File: config.mk
export PLATFORM = sky130hd
export DESIGN_NAME = instruction_decode
export DESIGN_NICKNAME = d
export VERILOG_FILES = /design/src/rtl/mips_pkg.sv /design/src/rtl/register_file.sv /design/src/rtl/instruction_decode.sv
export SDC_FILE = /design/constraint.sdc
export NUM_CORES = 2
export LEC_CHECK = 0
export CAP_MARGIN = 0
export CORE_ASPECT_RATIO = 2
export CORE_MARGIN = 2
export CORE_UTILIZATION = 25
export CTS_CLUSTER_DIAMETER = 80
export DETAILED_ROUTE_END_ITERATION = 12
export GPL_ROUTABILITY_DRIVEN = 0
export GPL_TIMING_DRIVEN = 0
export PLACE_DENSITY = 0.41
export SLEW_MARGIN = 5
export SYNTH_ARGS = -nofsm -noshare
export SYNTH_HDL_FRONTEND = slang
export SYNTH_SLANG_ARGS = --single-unit
File: constraint.sdc
create_clock -name i_clock -period 4.25 [get_ports i_clock]
set_input_delay 0.6375 -clock i_clock [delete_from_list [all_inputs] [get_ports i_clock]]
set_output_delay 0.6375 -clock i_clock [all_outputs]
set_load 0.03 [all_outputs]
File: src/rtl/mips_pkg.sv
// -----------------------------------------------------------------------------
// mips_pkg
// Shared MIPS encoding constants for the ID stage: opcode and funct values,
// instruction field positions, a decoded-field struct and small helpers.
// Imported by instruction_decode.
// -----------------------------------------------------------------------------
package mips_pkg;

  // Instruction field positions
  localparam int OP_MSB = 31;
  localparam int OP_LSB = 26;
  localparam int RS_MSB = 25;
  localparam int RS_LSB = 21;
  localparam int RT_MSB = 20;
  localparam int RT_LSB = 16;
  localparam int RD_MSB = 15;
  localparam int RD_LSB = 11;
  localparam int SH_MSB = 10;
  localparam int SH_LSB = 6;
  localparam int FN_MSB = 5;
  localparam int FN_LSB = 0;

  typedef logic [5:0] opcode_t;
  typedef logic [5:0] funct_t;

  localparam opcode_t OP_RTYPE = 6'b000000;
  localparam opcode_t OP_J     = 6'b000010;
  localparam opcode_t OP_JAL   = 6'b000011;
  localparam opcode_t OP_BEQ   = 6'b000100;
  localparam opcode_t OP_BNE   = 6'b000101;
  localparam opcode_t OP_LW    = 6'b100011;
  localparam opcode_t OP_SW    = 6'b101011;
  localparam opcode_t OP_ANDI  = 6'b001100;
  localparam opcode_t OP_ORI   = 6'b001101;
  localparam opcode_t OP_XORI  = 6'b001110;

  localparam funct_t FN_JR   = 6'b001000;
  localparam funct_t FN_JALR = 6'b001001;

  typedef struct packed {
    opcode_t    opcode;
    logic [4:0] rs;
    logic [4:0] rt;
    logic [4:0] rd;
    logic [4:0] shamt;
    funct_t     funct;
  } instr_fields_t;

  function automatic instr_fields_t split_instr(input logic [31:0] ir);
    instr_fields_t f;
    f.opcode = ir[OP_MSB:OP_LSB];
    f.rs     = ir[RS_MSB:RS_LSB];
    f.rt     = ir[RT_MSB:RT_LSB];
    f.rd     = ir[RD_MSB:RD_LSB];
    f.shamt  = ir[SH_MSB:SH_LSB];
    f.funct  = ir[FN_MSB:FN_LSB];
    return f;
  endfunction

  // Logical immediates are zero-extended; everything else sign-extends.
  function automatic logic is_zero_ext(input opcode_t op);
    return (op == OP_ANDI) || (op == OP_ORI) || (op == OP_XORI);
  endfunction

  // All stores share the 101xxx opcode group (SB, SH, SWL, SW, SWR).
  function automatic logic is_store(input opcode_t op);
    return op[5:3] == OP_SW[5:3];
  endfunction

endpackage

File: src/rtl/register_file.sv
// -----------------------------------------------------------------------------
// register_file
// 32-entry general-purpose register file for the ID stage.
//   i_clock, i_reset      : clock, synchronous active-high reset (clears all)
//   we, wr_addr, wr_data  : writeback port (writes to r0 are dropped)
//   rd_addr_a/b, rd_data_a/b : combinational reads with write-through bypass
// Optional (REGFILE_DEBUG_EN): dbg_addr/dbg_data, unbypassed debug read.
// -----------------------------------------------------------------------------
module register_file #(
  parameter int NB_REG      = 32,
  parameter int N_REGS      = 32,
  parameter int NB_REG_ADDR = 5
) (
  input  logic                   i_clock,
  input  logic                   i_reset,
  input  logic                   we,
  input  logic [NB_REG_ADDR-1:0] wr_addr,
  input  logic [NB_REG-1:0]      wr_data,
  input  logic [NB_REG_ADDR-1:0] rd_addr_a,
  input  logic [NB_REG_ADDR-1:0] rd_addr_b,
  output logic [NB_REG-1:0]      rd_data_a,
  output logic [NB_REG-1:0]      rd_data_b
`ifdef REGFILE_DEBUG_EN
  ,
  input  logic [NB_REG_ADDR-1:0] dbg_addr,
  output logic [NB_REG-1:0]      dbg_data
`endif
);

  logic [NB_REG-1:0] words [N_REGS];

  genvar gi;
  generate
    for (gi = 0; gi < N_REGS; gi++) begin : g_reg
      if (gi == 0) begin : g_zero
        // r0 is hardwired; no storage is built for it.
        assign words[gi] = '0;
      end else begin : g_word
        localparam logic [NB_REG_ADDR-1:0] ADDR = NB_REG_ADDR'(gi);
        logic [NB_REG-1:0] word_reg;
        always_ff @(posedge i_clock) begin
          if (i_reset) begin
            word_reg <= '0;
          end else if (we && (wr_addr == ADDR)) begin
            word_reg <= wr_data;
          end
        end
        assign words[gi] = word_reg;
      end
    end
  endgenerate

  // Same-cycle writeback is forwarded so ID never sees a stale operand.
  assign rd_data_a = (we && (wr_addr == rd_addr_a) && (rd_addr_a != '0)) ? wr_data : words[rd_addr_a];
  assign rd_data_b = (we && (wr_addr == rd_addr_b) && (rd_addr_b != '0)) ? wr_data : words[rd_addr_b];

`ifdef REGFILE_DEBUG_EN
  assign dbg_data = words[dbg_addr];
`endif

endmodule

File: src/rtl/instruction_decode.sv
// -----------------------------------------------------------------------------
// instruction_decode
// ID stage of the 5-stage MIPS pipeline. Reads operands, resolves jumps and
// branches, detects load-use / branch-operand hazards and drives the ID/EX
// pipeline register.
//   i_clock, i_reset   : clock, synchronous active-high reset
//   i_valid            : pipeline advance enable
//   i_ir, i_pc         : instruction and PC+4 from fetch
//   i_wb_*             : writeback port into the register file
//   i_ex_*             : EX-stage info for hazard detection
//   o_inm_i/o_inm_j/o_rs, o_jump_inm/o_jump_rs/o_branch, o_nop_reg : to fetch
//   o_stall            : hazard, fetch advance is gated with it
//   o_pc .. o_funct    : ID/EX pipeline register
// Optional macro REGFILE_DEBUG_EN adds i_dbg_addr/o_dbg_data (raw regfile read).
// -----------------------------------------------------------------------------
module instruction_decode
  import mips_pkg::*;
#(
  parameter int NB_REG      = 32,
  parameter int NB_INSTR    = 32,
  parameter int N_REGS      = 32,
  parameter int NB_REG_ADDR = 5,
  parameter int NB_INM_I    = 16,
  parameter int NB_INM_J    = 26
) (
  input  logic                   i_clock,
  input  logic                   i_reset,
  input  logic                   i_valid,
  input  logic [NB_INSTR-1:0]    i_ir,
  input  logic [NB_REG-1:0]      i_pc,
  input  logic                   i_wb_we,
  input  logic [NB_REG_ADDR-1:0] i_wb_addr,
  input  logic [NB_REG-1:0]      i_wb_data,
  input  logic                   i_ex_mem_read,
  input  logic                   i_ex_reg_write,
  input  logic [NB_REG_ADDR-1:0] i_ex_rt_addr,
  output logic [NB_INM_I-1:0]    o_inm_i,
  output logic [NB_INM_J-1:0]    o_inm_j,
  output logic [NB_REG-1:0]      o_rs,
  output logic                   o_jump_inm,
  output logic                   o_jump_rs,
  output logic                   o_branch,
  output logic                   o_nop_reg,
  output logic                   o_stall,
  output logic [NB_REG-1:0]      o_pc,
  output logic [NB_REG-1:0]      o_rs_data,
  output logic [NB_REG-1:0]      o_rt_data,
  output logic [NB_REG-1:0]      o_imm_ext,
  output logic [NB_REG_ADDR-1:0] o_rs_addr,
  output logic [NB_REG_ADDR-1:0] o_rt_addr,
  output logic [NB_REG_ADDR-1:0] o_rd_addr,
  output logic [4:0]             o_shamt,
  output logic [5:0]             o_opcode,
  output logic [5:0]             o_funct
`ifdef REGFILE_DEBUG_EN
  ,
  input  logic [NB_REG_ADDR-1:0] i_dbg_addr,
  output logic [NB_REG-1:0]      o_dbg_data
`endif
);

  instr_fields_t     fields;
  logic [NB_REG-1:0] rs_val;
  logic [NB_REG-1:0] rt_val;
  logic [NB_REG-1:0] imm_ext;
  logic is_beq, is_bne, is_br, is_jr, reads_rt, advance;
  logic load_use, branch_hz;

  assign fields = split_instr(i_ir[31:0]);

  register_file #(
    .NB_REG      (NB_REG),
    .N_REGS      (N_REGS),
    .NB_REG_ADDR (NB_REG_ADDR)
  ) u_regs (
    .i_clock   (i_clock),
    .i_reset   (i_reset),
    .we        (i_wb_we),
    .wr_addr   (i_wb_addr),
    .wr_data   (i_wb_data),
    .rd_addr_a (fields.rs),
    .rd_addr_b (fields.rt),
    .rd_data_a (rs_val),
    .rd_data_b (rt_val)
`ifdef REGFILE_DEBUG_EN
    ,
    .dbg_addr  (i_dbg_addr),
    .dbg_data  (o_dbg_data)
`endif
  );

  assign is_beq   = (fields.opcode == OP_BEQ);
  assign is_bne   = (fields.opcode == OP_BNE);
  assign is_br    = is_beq || is_bne;
  assign is_jr    = (fields.opcode == OP_RTYPE) && ((fields.funct == FN_JR) || (fields.funct == FN_JALR));
  assign reads_rt = (fields.opcode == OP_RTYPE) || is_br || is_store(fields.opcode);

  // A load in EX cannot forward into EX in time for a dependent instruction.
  assign load_use = i_ex_mem_read && (i_ex_rt_addr != '0) &&
                    ((i_ex_rt_addr == fields.rs) || (reads_rt && (i_ex_rt_addr == fields.rt)));

  // Branches/JR resolve in ID, so any result still in EX must be waited for.
  assign branch_hz = (is_br || is_jr) && i_ex_reg_write && (i_ex_rt_addr != '0) &&
                     ((i_ex_rt_addr == fields.rs) || (is_br && (i_ex_rt_addr == fields.rt)));

  assign o_stall = load_use || branch_hz;
  assign advance = i_valid && !o_stall;

  assign o_inm_i    = i_ir[NB_INM_I-1:0];
  assign o_inm_j    = i_ir[NB_INM_J-1:0];
  assign o_rs       = rs_val;
  assign o_jump_inm = advance && ((fields.opcode == OP_J) || (fields.opcode == OP_JAL));
  assign o_jump_rs  = advance && is_jr;
  assign o_branch   = advance && ((is_beq && (rs_val == rt_val)) || (is_bne && (rs_val != rt_val)));

  assign imm_ext = is_zero_ext(fields.opcode) ?
                   {{(NB_REG-NB_INM_I){1'b0}}, i_ir[NB_INM_I-1:0]} :
                   {{(NB_REG-NB_INM_I){i_ir[NB_INM_I-1]}}, i_ir[NB_INM_I-1:0]};

  always_ff @(posedge i_clock) begin
    if (i_reset) begin
      o_nop_reg <= 1'b0;
      o_pc      <= '0;
      o_rs_data <= '0;
      o_rt_data <= '0;
      o_imm_ext <= '0;
      o_rs_addr <= '0;
      o_rt_addr <= '0;
      o_rd_addr <= '0;
      o_shamt   <= '0;
      o_opcode  <= '0;
      o_funct   <= '0;
    end else if (i_valid) begin
      // The instruction fetched behind a redirect is the one squashed.
      o_nop_reg <= o_jump_inm || o_jump_rs || o_branch;
      if (o_stall) begin
        o_pc      <= '0;
        o_rs_data <= '0;
        o_rt_data <= '0;
        o_imm_ext <= '0;
        o_rs_addr <= '0;
        o_rt_addr <= '0;
        o_rd_addr <= '0;
        o_shamt   <= '0;
        o_opcode  <= '0;
        o_funct   <= '0;
      end else begin
        o_pc      <= i_pc;
        o_rs_data <= rs_val;
        o_rt_data <= rt_val;
        o_imm_ext <= imm_ext;
        o_rs_addr <= fields.rs;
        o_rt_addr <= fields.rt;
        o_rd_addr <= fields.rd;
        o_shamt   <= fields.shamt;
        o_opcode  <= fields.opcode;
        o_funct   <= fields.funct;
      end
    end
  end

endmodule

== Word-level counts from Yosys, hierarchy flattened ==
Index checks and enable logic that the tools add are counted.
W data, S select, Z words.

* Word-level logic and storage cells: 180
* Bits of input ports: 112
* Output and inout port bits: 239
* Bits in registers: 1153

* Reduce and logical (&&, ||, !) cells: 68
* $lt $le $gt $ge: 2
* Bitwise operators: 2
* Eq/ne operators: 47
* Muxes and demuxes: 19

{| class="wikitable"
|+ Operators with widths
! operator !! count
|-
| $mux W32 || 11
|-
| $bmux W32 S5 || 2
|-
| $eq A5 B5 Y1 const B || 16
|-
| $logic_and A1 B1 Y1 || 49
|-
| $eq A5 B4 Y1 const B || 8
|-
| $eq A32 B32 Y1 || 1
|-
| $ne A32 B32 Y1 || 1
|-
| $eq A6 B4 Y1 const B || 5
|-
| $eq A5 B3 Y1 const B || 4
|-
| $eq A5 B5 Y1 || 4
|-
| $mux W5 || 4
|-
| $reduce_bool A5 Y1 || 3
|-
| $logic_or A1 B1 Y1 || 14
|-
| $eq A6 B2 Y1 const B || 2
|-
| $eq A6 B3 Y1 const B || 2
|-
| $ge A6 B6 Y1 const B || 2
|-
| $mux W6 || 2
|-
| $not A5 Y6 || 2
|-
| $eq A5 B2 Y1 const B || 2
|-
| $logic_not A6 Y1 || 1
|-
| $eq A5 B1 Y1 const B || 1
|-
| $eq A3 B3 Y1 const B || 1
|-
| $logic_not A1 Y1 || 1
|}

== Depth between registers and ports, before layout ==
* Depth after elaboration: 13
* Gate-level depth with buffers: 16
* Gate-level depth less buffers: 11

== Hierarchy ==
A second synthesis with hierarchy kept.

* Cell total of the unflattened synthesis: 6439
* Area total of the unflattened synthesis: 56141.3 µm²

{| class="wikitable"
|+ Modules (own cells, without submodules)
! module !! area an instance (µm²) !! instances !! cells each !! seq. area each (µm²)
|-
| register_file || 51017.7 || 1 || 5983 || 19859.0
|-
| instruction_decode || 5123.7 || 1 || 456 || 2602.5
|}

== Worst setup path after synthesis ==
No wires, ideal clock.

* Path type: input port to output port
* Start point: in i_ir[22]
* End point: out o_branch
* Data required time: 3.612 ns
* Cell stages on the path: 13
* Arrival: 3.686 ns
* Path buffers: 3
* Slack: -0.074 ns
* Cell sequence: buf_2 -> or4_4 -> a21oi_4 -> or3_1 -> buf_4 -> buf_4 -> nor2_1 -> a21oi_1 -> xnor2_1 -> nand4_1 -> nor4_2 -> a31oi_1 -> nor2_1

* Cells in the longest elaborated chain, start to end: 9
* Elaborated cells on any way between the ends: 23

{| class="wikitable"
|+ RTL lines
! element !! RTL line !! text
|-
| start, declared || instruction_decode.sv:29 || <nowiki>input logic [NB_INSTR-1:0] i_ir,</nowiki>
|-
| $not A5 Y6 (implied by the code) || register_file.sv:54 || <nowiki>assign rd_data_a = (we && (wr_addr == rd_addr_a) && (rd_addr_a != '0)) ? wr_data : words[rd_addr_a];</nowiki>
|-
| $bmux W32 S5 || register_file.sv:54 ||
|-
| $mux W32 (implied by the code) (2 in series) || register_file.sv:54 ||
|-
| $mux W32 (*) || register_file.sv:54 ||
|-
| net o_rs[19] || instruction_decode.sv:39 || <nowiki>output logic [NB_REG-1:0] o_rs,</nowiki>
|-
| $eq A32 B32 Y1 or $ne A32 B32 Y1 (tied branches) || instruction_decode.sv:114 || <nowiki>assign o_branch = advance && ((is_beq && (rs_val == rt_val)) || (is_bne && (rs_val != rt_val)));</nowiki>
|-
| $logic_and A1 B1 Y1 || instruction_decode.sv:114 ||
|-
| $logic_or A1 B1 Y1 (*) || instruction_decode.sv:114 ||
|-
| $logic_and A1 B1 Y1 (*) || instruction_decode.sv:114 ||
|-
| end, declared || instruction_decode.sv:42 || <nowiki>output logic o_branch,</nowiki>
|}

Mark *: on every way through the listed nets, which the timed path passes. The rest lies on a longest branch. The select of a mux whose other input is x is not followed.

== Worst setup path after layout ==
* Start point: in i_ir[16]
* End point: out o_branch

* Cells in the longest elaborated chain, start to end: 9
* Elaborated cells on any way between the ends: 25

{| class="wikitable"
|+ RTL lines
! element !! RTL line !! text
|-
| $not A5 Y6 (implied by the code) || register_file.sv:55 || <nowiki>assign rd_data_b = (we && (wr_addr == rd_addr_b) && (rd_addr_b != '0)) ? wr_data : words[rd_addr_b];</nowiki>
|-
| $bmux W32 S5 || register_file.sv:55 ||
|-
| $mux W32 (implied by the code) (2 in series) || register_file.sv:55 ||
|-
| $mux W32 || register_file.sv:55 ||
|-
| $eq A32 B32 Y1 or $ne A32 B32 Y1 (tied branches) || instruction_decode.sv:114 ||
|-
| $logic_and A1 B1 Y1 || instruction_decode.sv:114 ||
|-
| $logic_or A1 B1 Y1 || instruction_decode.sv:114 ||
|-
| $logic_and A1 B1 Y1 (*) || instruction_decode.sv:114 ||
|}

Mark *: on every way between the ends. The rest lies on a longest branch, timed or not. The select of a mux whose other input is x is not followed.

==> impl_metrics.toml <==
[critical_path]
path_class = "primary input to output pin"
rr_endpoint = "o_nop_reg"
worst_ep_required_time_ns = 3.61
worstSetupStartpointType = "primary input"
critical_path.startpoint = "i_ir[16]"
rrSetupSlack_ns = 0.11
critPathCapture = "o_branch"
cp.arrival_ns = 4.87
end_kind = "output pin"
reg2reg_depth = 13
r2r-start = "u_regs.g_reg[8].g_word.word_reg[13]"
critPathMaxFanout = 8

[grt]
antenna_found_initial = 62
grt_max_degree = 18
grt_pass1_vias = 56335
grt_usage_pct = 37.93
grt_pass1_wl_mm = 572.3
grt-ovfl-total = 0

[cells_and_area]
syn2layout_area_growth_pct = 28.40
seq_area_um2 = 22460
finalNetCount = 7409
fillers = 23813
largest_register_ffs = 992
final_layout_size_suffix_gt1_share_pct = 18.99
multi_input_area_um2 = 31850

[synthesis]
synth_edf_count = 0
yosysWarnings = 0
avgSynthCellArea_um2 = 8.539
syn_area_um2 = 56900
ys_async_sr_fraction_pct = 0
syn_inst = 6664
synthFlopType = "dfxtp_1"
ys_seq_area_share_pct = 39.47
synthesis.nets = 6776
synth.distinct_cells = 69
ys_ff_latch = 1122

[clock_network]
clock-root-buffer = "clkbuf_16"
cts_sinks = 1122
postCtsHoldBufs = 0
clock_path_buffers = 3
clk_latency_ns = 0.86
htreeDepth = 3
cts_tree = "built"
numCtsBuffers = 108
clk_pin_slew_ns = 0.07

[floorplanning]
row_count = 247
dieArea_um2 = 231700
initial_core_util_pct = 25.15
die_w_um = 341.4
io-pin-count = 351
die_y_um = 678.7
coreArea_um2 = 226200

[sta]
finalSetupTns_ns = -1.871
min_period_over_period_pct = 129.5
layout_min_cycle_time_ns = 5.503
slew_viol_final = 33
hold_viol = 0
tightest_slew_ns = 1.638
skew_ns = 0.03994
hold_ws_ns = 0.1423
setup_ws_ns = -1.253
fmax_ghz = 0.1817
rsz0062_at_grt = "true"
setup_viol = 11
maxSlewHeadroom_pct = -9.217

[power_and_ir_drop]
p_comb_share_pct = 18.4
pwr-share-seq_pct = 40.8
power.total_uw = 26340
cellLeakagePower_uw = 0.02420
p_sw_uw = 8526
powerDensity_nw_per_um2 = 360.5
irDropWorstVdd_mv = 0.3605
p_int_uw = 17820
sw_frac_of_total_pct = 32.37
pwr-share-clk_pct = 40.8

[place]
portBuffers = 308
dp_hpwl_mm = 320.6

[hold_path]
hold_path_class = "primary input to register"

[outcome]
status = "finished with violations"
violations = "max-capacitance violations, max-slew violations, negative setup slack"

[routing]
dr.pass1.iters = 8
wire_per_inst_um = 42.11
postRouteAntennaNets = 0
vias_per_cell = 5.858
drtIter0Drc = 8468
drc = 0
routed_wl_mm = 439.2
vias = 61100

[flow_run]
drv_cap = 3
==> routing by layer <==
| layer | GRT usage (%) | vias to the layer above | wire length (um) |
|---|---|---|---|
| li1 | - | 24517 | - |
| met1 | 34.95 | 29468 | 128100 |
| met2 | 59.99 | 5023 | 202100 |
| met3 | 16.31 | 2070 | 46830 |
| met4 | 40.94 | 22 | 62060 |
| met5 | 0.2315 | - | 171 |
==> worst min-delay path by stage <==
| stage | start | to | slack (ns) | cells after the start |
|---|---|---|---|---|
| floorplan | u_regs.g_reg[26].g_word.word_reg[11] | u_regs.g_reg[26].g_word.word_reg[11] | 0.44 | 2 |
| global placement | u_regs.g_reg[6].g_word.word_reg[30] | u_regs.g_reg[6].g_word.word_reg[30] | 0.45 | 2 |
| detailed placement | u_regs.g_reg[6].g_word.word_reg[10] | u_regs.g_reg[6].g_word.word_reg[10] | 0.45 | 2 |
| CTS | i_wb_data[17] | u_regs.g_reg[1].g_word.word_reg[17] | 0.16 | 3 |
| global route | i_wb_data[11] | u_regs.g_reg[1].g_word.word_reg[11] | 0.18 | 3 |
| finish | i_wb_data[17] | u_regs.g_reg[1].g_word.word_reg[17] | 0.14 | 3 |
==> worst max-delay path: stages <==
cell       delay, ns
buf_16          0.18
buf_16          0.23
buf_16          0.19
buf_4           0.25
clkinv_2        0.63
o2bb2ai_1       0.45
a2111oi_2       0.11
nor4_1          0.39
a21oi_2         0.05
buf_4           0.18
xor2_4          0.28
nand4_1         0.19
nor4_4          0.28
buf_4           0.20
a21oi_2         0.06
a31oi_2         0.18
nor2_1          0.08
buf_4           0.17
==> area by class of cell <==
cell class,count,area share [%]
well taps,2988,5.117
multi-input cells,4765,43.59
plain buffers,757,8.028
repair buffers,529,7.209
inverters,14,0.09418
flip-flops and latches,1122,30.74
clock buffers,155,4.242
clock inverters,41,0.7706
diodes,60,0.2055
==> synthesized netlist by cell type, types with 3 or more instances <==
cell | instances | area share, %
a2111oi_0 | 9 | 0.14
a211o_1 | 3 | 0.046
a211oi_1 | 8 | 0.11
a21oi_1 | 1166 | 10
a221oi_1 | 65 | 1.0
a22o_1 | 10 | 0.15
a22oi_1 | 48 | 0.63
a31oi_1 | 17 | 0.19
and2_1 | 6 | 0.066
and3_1 | 4 | 0.044
buf_1 | 26 | 0.17
buf_2 | 77 | 0.68
buf_4 | 105 | 1.4
buf_6 | 31 | 0.61
clkbuf_1 | 501 | 3.3
clkbuf_2 | 20 | 0.18
dfxtp_1 | 1122 | 39
inv_1 | 12 | 0.079
mux2_1 | 14 | 0.28
mux2_2 | 73 | 1.4
mux2i_1 | 23 | 0.40
mux4_2 | 433 | 17
nand2_1 | 2061 | 14
nand2b_1 | 145 | 1.6
nand3_1 | 158 | 1.4
nand4_1 | 9 | 0.099
nor2_1 | 165 | 1.1
nor2b_1 | 16 | 0.18
nor3_1 | 59 | 0.52
nor4_1 | 32 | 0.35
o211ai_1 | 7 | 0.092
o21a_1 | 4 | 0.053
o21ai_0 | 11 | 0.097
o21ai_1 | 8 | 0.070
o221ai_1 | 21 | 0.32
o22a_1 | 25 | 0.38
o22ai_1 | 65 | 0.71
o41ai_1 | 3 | 0.046
or3_1 | 10 | 0.11
or4_1 | 9 | 0.12
xnor2_1 | 37 | 0.57
xor2_1 | 12 | 0.18
==> power by group through the flow <==
stage / Sequential (uW) / Combinational, uW / Clock (uW)
2_1_floorplan: 11100 / 1610 / 0
3_3_place_gp: 11000 / 3830 / 0
3_5_place_dp: 11000 / 3860 / 0
4_1_cts: 10700 / 4330 / 10700
5_1_grt: 10700 / 4770 / 11100
6_report: 10700 / 4840 / 10800
==> through the flow <==
stage / utilization [%] / std cells / area, um^2 / worst slack [ns]
final: 32.30 / 10431 / 73070 / -1.253
after global routing: 32.25 / 10388 / 72960 / -1.199
after CTS: 31.70 / 10282 / 71720 / -0.7984
after detailed placement: 28.31 / 9970 / 64040 / -4.842
after global placement: 28.20 / 9960 / 63790 / -5.493
after floorplan: - / 6664 / 56970 / 0.008156
==> placed cells by master, fill, tap and decap left out, types with 11 or more instances in the layout <==
cell and n:
nor4_1 31, nand2b_1 138, nand2_1 2053, o22ai_1 63, buf_16 47, o22a_1 22
mux2_2 73, nor2_2 11, buf_1 14, nor3_2 20, xnor2_1 23, buf_6 28
buf_8 32, clkbuf_1 453, o221ai_1 17, clkbuf_16 111, clkinv_2 22, nand3_1 155
dlymetal6s2s_1 19, clkdlybuf4s50_1 274, bufinv_16 11, mux2i_1 21, nor2_1 148, clkbuf_8 48
dfxtp_1 1122, mux4_2 433, a22oi_1 44, a221oi_1 57, clkbuf_2 40, a21oi_2 19
clkbuf_4 12, diode_2 60, nor3_1 37, a21oi_1 1144, buf_4 269, mux2_1 14
buf_12 75
==> cell families after synthesis <==
logic type	after synthesis	share of synthesized area (%)
muxes	545	19.32
buffers and inverters	777	6.517
AOI/OAI and AO/OA	1483	14.54
xor gates and xnor gates	49	0.7542
and+or+nand+nor	2688	19.40
DFF	1122	39.47
==> what timing repair did <==
item / 4_1_cts / 5_1_grt
gates cloned: 1 / 0
pin swaps: 31 / 26
resized for setup: 719 / 107
endpoints found under the setup margin: 166 / 35
setup buffers: 120 / 90
Power figures use the tool's default switching activity.
